==> src/rtl/saturn_bus_prog_reader_if.sv <==
// Bus-program ring read port plus nibble-bus outputs of the program reader.
// master = reader side, slave = control unit / external bus side.
interface saturn_bus_prog_reader_if #(
    parameter int PC_NIBBLES = 5,
    parameter int PROG_AW    = 5
);
    logic [PROG_AW-1:0]      i_program_address;
    logic [4:0]              i_program_data;
    logic [PROG_AW-1:0]      o_program_address;
    logic                    o_bus_strobe;
    logic                    o_bus_cmd_data;
    logic [3:0]              o_bus_nibble;
    logic                    o_bus_busy;
    logic [4*PC_NIBBLES-1:0] o_loaded_pc;
    logic                    o_pc_valid;
    logic                    o_error;

    modport master (
        input  i_program_address,
        input  i_program_data,
        output o_program_address,
        output o_bus_strobe,
        output o_bus_cmd_data,
        output o_bus_nibble,
        output o_bus_busy,
        output o_loaded_pc,
        output o_pc_valid,
        output o_error
    );

    modport slave (
        output i_program_address,
        output i_program_data,
        input  o_program_address,
        input  o_bus_strobe,
        input  o_bus_cmd_data,
        input  o_bus_nibble,
        input  o_bus_busy,
        input  o_loaded_pc,
        input  o_pc_valid,
        input  o_error
    );
endinterface

==> src/rtl/saturn_bus_prog_reader.sv <==
// Consumer of the bus program ring: replays entries onto the nibble bus,
// assembles the LOAD_PC operand and auto-increments that PC on idle read slots.
module saturn_bus_prog_reader #(
    parameter int PC_NIBBLES = 5,
    parameter int PROG_AW    = 5
) (
    input  logic                             i_clk,
    input  logic                             i_reset_n,
    input  logic                             i_clk_en,
    input  logic [3:0]                       i_phases,
    saturn_bus_prog_reader_if.master         bus
);

    localparam int PCW = 4 * PC_NIBBLES;
    localparam int CW  = (PC_NIBBLES > 1) ? $clog2(PC_NIBBLES) : 1;
    localparam logic [CW-1:0] CNT_LAST = CW'(PC_NIBBLES - 1);
    localparam logic [3:0] BUSCMD_LOAD_PC = 4'h4;

    localparam logic [0:0] ST_IDLE = 1'b0;
    localparam logic [0:0] ST_ADDR = 1'b1;

    logic [0:0]         state_q, state_d;
    logic [PROG_AW-1:0] ptr_q, ptr_d;
    logic [CW-1:0]      cnt_q, cnt_d;
    logic               strobe_q, strobe_d;
    logic               cmd_data_q, cmd_data_d;
    logic [3:0]         nibble_q, nibble_d;
    logic               busy_q, busy_d;
    logic [PCW-1:0]     pc_q, pc_d;
    logic               pc_valid_q, pc_valid_d;
    logic               error_q, error_d;

    logic               slot;
    logic               empty;
    logic [4:0]         entry;
    logic               unused_phases;

    assign unused_phases = ^i_phases[3:1];
    assign slot  = i_clk_en && i_phases[0];
    assign empty = (ptr_q == bus.i_program_address);
    assign entry = bus.i_program_data;

    always_comb begin
        state_d    = state_q;
        ptr_d      = ptr_q;
        cnt_d      = cnt_q;
        cmd_data_d = cmd_data_q;
        nibble_d   = nibble_q;
        busy_d     = busy_q;
        pc_d       = pc_q;
        pc_valid_d = pc_valid_q;
        error_d    = error_q;
        // Strobe is a pulse, but with the clock enable low nothing may change.
        strobe_d   = i_clk_en ? 1'b0 : strobe_q;

        if (slot) begin
            case (state_q)
                ST_IDLE: begin
                    if (!empty) begin
                        ptr_d = ptr_q + 1'b1;
                        if (entry[4]) begin
                            strobe_d   = 1'b1;
                            cmd_data_d = 1'b1;
                            nibble_d   = entry[3:0];
                            busy_d     = 1'b1;
                            if (entry[3:0] == BUSCMD_LOAD_PC) begin
                                pc_valid_d = 1'b0;
                                cnt_d      = '0;
                                state_d    = ST_ADDR;
                            end
                        end else begin
                            error_d = 1'b1;
                            busy_d  = 1'b0;
                        end
                    end else begin
                        busy_d = 1'b0;
                        if (pc_valid_q) begin
                            strobe_d   = 1'b1;
                            cmd_data_d = 1'b0;
                            nibble_d   = pc_q[3:0];
                            pc_d       = pc_q + 1'b1;
                        end
                    end
                end

                ST_ADDR: begin
                    if (!empty) begin
                        // A command here is left in the ring so IDLE replays it next slot.
                        if (entry[4]) begin
                            error_d    = 1'b1;
                            pc_valid_d = 1'b0;
                            busy_d     = 1'b0;
                            cnt_d      = '0;
                            state_d    = ST_IDLE;
                        end else begin
                            strobe_d   = 1'b1;
                            cmd_data_d = 1'b0;
                            nibble_d   = entry[3:0];
                            ptr_d      = ptr_q + 1'b1;
                            pc_d[{cnt_q, 2'b00} +: 4] = entry[3:0];
                            if (cnt_q == CNT_LAST) begin
                                pc_valid_d = 1'b1;
                                busy_d     = 1'b0;
                                cnt_d      = '0;
                                state_d    = ST_IDLE;
                            end else begin
                                cnt_d = cnt_q + 1'b1;
                            end
                        end
                    end
                end

                default: begin
                    state_d = ST_IDLE;
                end
            endcase
        end
    end

    always_ff @(posedge i_clk or negedge i_reset_n) begin
        if (!i_reset_n) begin
            state_q    <= ST_IDLE;
            ptr_q      <= '0;
            cnt_q      <= '0;
            strobe_q   <= 1'b0;
            cmd_data_q <= 1'b0;
            nibble_q   <= 4'h0;
            busy_q     <= 1'b0;
            pc_q       <= '0;
            pc_valid_q <= 1'b0;
            error_q    <= 1'b0;
        end else begin
            state_q    <= state_d;
            ptr_q      <= ptr_d;
            cnt_q      <= cnt_d;
            strobe_q   <= strobe_d;
            cmd_data_q <= cmd_data_d;
            nibble_q   <= nibble_d;
            busy_q     <= busy_d;
            pc_q       <= pc_d;
            pc_valid_q <= pc_valid_d;
            error_q    <= error_d;
        end
    end

    assign bus.o_program_address = ptr_q;
    assign bus.o_bus_strobe      = strobe_q;
    assign bus.o_bus_cmd_data    = cmd_data_q;
    assign bus.o_bus_nibble      = nibble_q;
    assign bus.o_bus_busy        = busy_q;
    assign bus.o_loaded_pc       = pc_q;
    assign bus.o_pc_valid        = pc_valid_q;
    assign bus.o_error           = error_q;

endmodule

==> src/flat_wrapper.sv <==
// flat-port wrapper written by rule: the top's interface ports become plain ports
module saturn_bus_prog_reader_flat 
#(
    parameter int PC_NIBBLES = 5,
    parameter int PROG_AW    = 5
)
  (i_clk, i_reset_n, i_clk_en, i_phases, bus_i_program_address, bus_i_program_data, bus_o_program_address, bus_o_bus_strobe, bus_o_bus_cmd_data, bus_o_bus_nibble, bus_o_bus_busy, bus_o_loaded_pc, bus_o_pc_valid, bus_o_error);
  saturn_bus_prog_reader_if #(.PC_NIBBLES(PC_NIBBLES), .PROG_AW(PROG_AW)) bus_i ();
  input  logic i_clk;
  input  logic i_reset_n;
  input  logic i_clk_en;
  input  logic [3:0] i_phases;
  input wire logic [$bits(bus_i.i_program_address)-1:0] bus_i_program_address;
  input wire logic [$bits(bus_i.i_program_data)-1:0] bus_i_program_data;
  output wire logic [$bits(bus_i.o_program_address)-1:0] bus_o_program_address;
  output wire logic [$bits(bus_i.o_bus_strobe)-1:0] bus_o_bus_strobe;
  output wire logic [$bits(bus_i.o_bus_cmd_data)-1:0] bus_o_bus_cmd_data;
  output wire logic [$bits(bus_i.o_bus_nibble)-1:0] bus_o_bus_nibble;
  output wire logic [$bits(bus_i.o_bus_busy)-1:0] bus_o_bus_busy;
  output wire logic [$bits(bus_i.o_loaded_pc)-1:0] bus_o_loaded_pc;
  output wire logic [$bits(bus_i.o_pc_valid)-1:0] bus_o_pc_valid;
  output wire logic [$bits(bus_i.o_error)-1:0] bus_o_error;
  assign bus_i.i_program_address = bus_i_program_address;
  assign bus_i.i_program_data = bus_i_program_data;
  assign bus_o_program_address = bus_i.o_program_address;
  assign bus_o_bus_strobe = bus_i.o_bus_strobe;
  assign bus_o_bus_cmd_data = bus_i.o_bus_cmd_data;
  assign bus_o_bus_nibble = bus_i.o_bus_nibble;
  assign bus_o_bus_busy = bus_i.o_bus_busy;
  assign bus_o_loaded_pc = bus_i.o_loaded_pc;
  assign bus_o_pc_valid = bus_i.o_pc_valid;
  assign bus_o_error = bus_i.o_error;
  saturn_bus_prog_reader #(.PC_NIBBLES(PC_NIBBLES), .PROG_AW(PROG_AW)) u_core (.i_clk(i_clk), .i_reset_n(i_reset_n), .i_clk_en(i_clk_en), .i_phases(i_phases), .bus(bus_i));
endmodule
==> config.mk <==
export PLATFORM = sky130hd
export DESIGN_NAME = saturn_bus_prog_reader_flat
export DESIGN_NICKNAME = d
export VERILOG_FILES = /design/src/rtl/saturn_bus_prog_reader_if.sv /design/src/rtl/saturn_bus_prog_reader.sv /design/src/flat_wrapper.sv
export SDC_FILE = /design/constraint.sdc
export NUM_CORES = 1
export LEC_CHECK = 0
export ABC_AREA = 1
export CAP_MARGIN = 15
export CELL_PAD_IN_SITES_DETAIL_PLACEMENT = 1
export CELL_PAD_IN_SITES_GLOBAL_PLACEMENT = 2
export CORE_UTILIZATION = 30
export CTS_CLUSTER_DIAMETER = 60
export CTS_CLUSTER_SIZE = 25
export DETAILED_ROUTE_END_ITERATION = 8
export PLACE_DENSITY_LB_ADDON = 0.1
export RECOVER_POWER = 50
export SLEW_MARGIN = 20
export SYNTH_ARGS = -nofsm -noshare
export SYNTH_HDL_FRONTEND = slang
export SYNTH_SLANG_ARGS = --single-unit
==> constraint.sdc <==
create_clock -name i_clk -period 5.5 [get_ports i_clk]
set_clock_uncertainty 0.2 [all_clocks]
set_input_delay 1.375 -clock i_clk [delete_from_list [all_inputs] [get_ports i_clk]]
set_output_delay 1.375 -clock i_clk [all_outputs]
set_load 0.01 [all_outputs]
==> metrics.yaml <==
status:
  status: "finished, violations left"
  violations: "capacitance limit, slew limit"
logic_synthesis:
  synth-warning-count: 0
  synth_edf_count: 0
  synth_most_common_cell: "nand2_1"
  yosys-top-cells-area: "dfrtp_1 34%, nand2_1 22%, nand3_1 7.8%"
  synth_cell_types: 31
  syn_nets: 457
  synth_top_cell_by_area: "dfrtp_1"
  async_reset_ff_share_pct: 100
  synth.avg_cell_area_um2: 6.60
  ys_seq_elements: 38
  synth_flop_cell: "dfrtp_1"
  ys_top_cells_by_count: "167 x nand2_1, 44 x nand3_1, 42 x inv_1"
  synthCells: 428
  netlist_area_um2: 2820
  synth_top_area_share_pct: 33.7
  ys_seq_area_share_pct: 33.7
power_and_ir_drop:
  ir_drop_mv: 0.193
  power_density_nw_per_um2: 328
  p_total_mw: 1.14
  p_leak_nw: 1.71
die:
  die_w_um: 99.0
  io_pins: 51
  dieArea_um2: 9800
  fp.coreArea_um2: 9200
  start_util_pct: 30.7
  fp.dieH_um: 99.0
  rows: 35
finish:
  final_cells: 587
  drive_gt1_share_pct: 4.62
  seq_area_um2: 951
  final_util_pct: 37.9
  area_growth_pct: 23.4
  num-fill-cells: 1167
  diodes: 0
  nNetsFinal: 504
  multi_input_area_um2: 1650
sta:
  drv_slew: 39
  tightest_slew_ps: 2230
  hold_viol_final: 0
  fin_crit_ps: 3500
  fin_crit_sh_pct: 63.7
  finalSetupTns_ps: 0
  worst_hold_slack_ps: 258
  setup_violations: 0
  fmax_mhz: 285
  rsz0062_at_grt: "no"
  slew_headroom_pct: -48.6
placed_design:
  place_congestion: 0.778
  dp.cells: 579
  place.port_buffers: 47
  dp.final_hpwl_um: 6540
clocking:
  ctsHoldBuffers: 0
  htreeDepth: 2
  cts_root_buffer: "clkbuf_8"
  clk_pin_slew_worst_paths_ps: 90
  cts_sinks: 38
  cts_made_buffers: 5
  cts_tree: "done"
  cts_resized: 0
  clk_latency_ps: 300
  post_cts_buffers: 0
  cts_buffer_depth: 2
run:
  max_cap_viol_count: 1
detailed_routing:
  dr.pass1.iters: 4
  drc: 0
  vias_per_cell: 4.86
  vias: 2851
  drt_wl_total_um: 8540
  final_antenna_net_count: 0
  drt_iter0_drc: 77
  routedWlPerCell_um: 14.5
global_routing:
  grtUsageMet2_pct: 31.5
  antenna_found_initial: 0
  grt_max_degree: 39
  grt_use_met3_pct: 2.84
  use_met1_pct: 26.1
  first_global_vias: 2928
  grt_pass1_wl_um: 14700
  gr-total-overflow: 0
  track_usage_pct: 19.1
  grt_busiest_layer: "met2"
setup_path:
  crit_required_ps: 5490
  critPathKind: "in2reg"
  crit_path_end_kind: "register"
  startpoint_type: "primary input"
  worstPathMaxFanout: 25
  arrival_ps: 3500
min_path:
  hp-class: "reg2reg"
power breakdown:
group	switching (mW)	total, mW	internal [mW]
sequential	0.0911	0.427	0.335
clock	0.117	0.252	0.135
combinational	0.269	0.464	0.195
total	0.476	1.14	0.666
worst max-delay path, cell delays in order:
cell and delay (ps):
clkdlybuf4s50_1 470, inv_1 40, nand2_1 40, nand2_1 80, nor2_4 130, nand3_1 390, nand2_4 200, nand2_4 90
nor2_8 330, nand2_1 190, nand2_1 110, nand2_1 60
kinds of logic after synthesis:
logic type                 after synthesis  synth area share [%]
xor gates and xnor gates                10                  3.10
DFF                                     38                  33.7
and+or+nand+nor                        276                  42.6
adders and majority gates               12                  5.32
AOI/OAI and AO/OA                       41                  7.98
buffers and inverters                   51                  7.35
flip-flops by register name, summed over array words and instances (netlist names):
name	flops
u_core.bus.o_error	1
u_core.bus.o_program_address	5
u_core.bus.o_loaded_pc	20
u_core.bus.o_bus_cmd_data	1
u_core.bus.o_bus_nibble	4
u_core.state_q	1
u_core.bus.o_pc_valid	1
u_core.bus.o_bus_strobe	1
u_core.bus.o_bus_busy	1
u_core.cnt_q	3
layer usage:
layer | vias up | share of wire (%) | routed length, um
met5 | - | 0 | 0
met4 | 0 | 1.2 | 102
met3 | 10 | 2.6 | 223
met2 | 38 | 45 | 3850
met1 | 1339 | 51 | 4370
li1 | 1464 | - | -
worst paths after layout:
check	from	endpoint	slack, ps	cells after the start
worst min register to register	u_core.bus.o_error	u_core.bus.o_error	260	1
min in group asynchronous	i_reset_n	u_core.bus.o_loaded_pc[5]	1530	1
worst max-delay path	bus_i_program_address[3]	u_core.bus.o_loaded_pc[6]	2000	12
worst max register to register	u_core.state_q	u_core.bus.o_loaded_pc[6]	2530	7
worst min-delay path	u_core.bus.o_error	u_core.bus.o_error	260	1
max in group asynchronous	i_reset_n	u_core.bus.o_loaded_pc[12]	2300	1
cell usage in the layout, fill, tap and decap left out, drive strengths merged:
cell type      count
a21o               1
xnor2              6
nor2              39
clkinvlp           2
ha                12
o211ai             2
clkbuf             6
bufinv             1
or2                1
xor2               4
clkdlybuf4s50     31
nand3b             1
o2111ai            1
o21ai             24
o21bai             1
nand3             46
nor3              13
o22ai              2
dfrtp             38
dlygate4sd3       15
nand4              5
inv               44
a21oi             10
nand2            171
cell type report:
type | instances | share of cell area (%)
clock buffers | 5 | 1.97
clock inverters | 3 | 1.29
inverters | 44 | 4.74
multi-input cells | 339 | 47.4
flip-flops and latches | 38 | 27.3
well taps | 111 | 3.98
repair buffers | 47 | 13.3
metrics by stage:
step | cell area (um2) | setup slack [ps]
floorplan | 2820 | 2840
global placement | 3390 | 1940
detailed placement | 3390 | 1880
CTS | 3500 | 2210
global route | 3490 | 1740
finish | 3490 | 2000
Note: power is estimated with default switching activity, not from simulation.
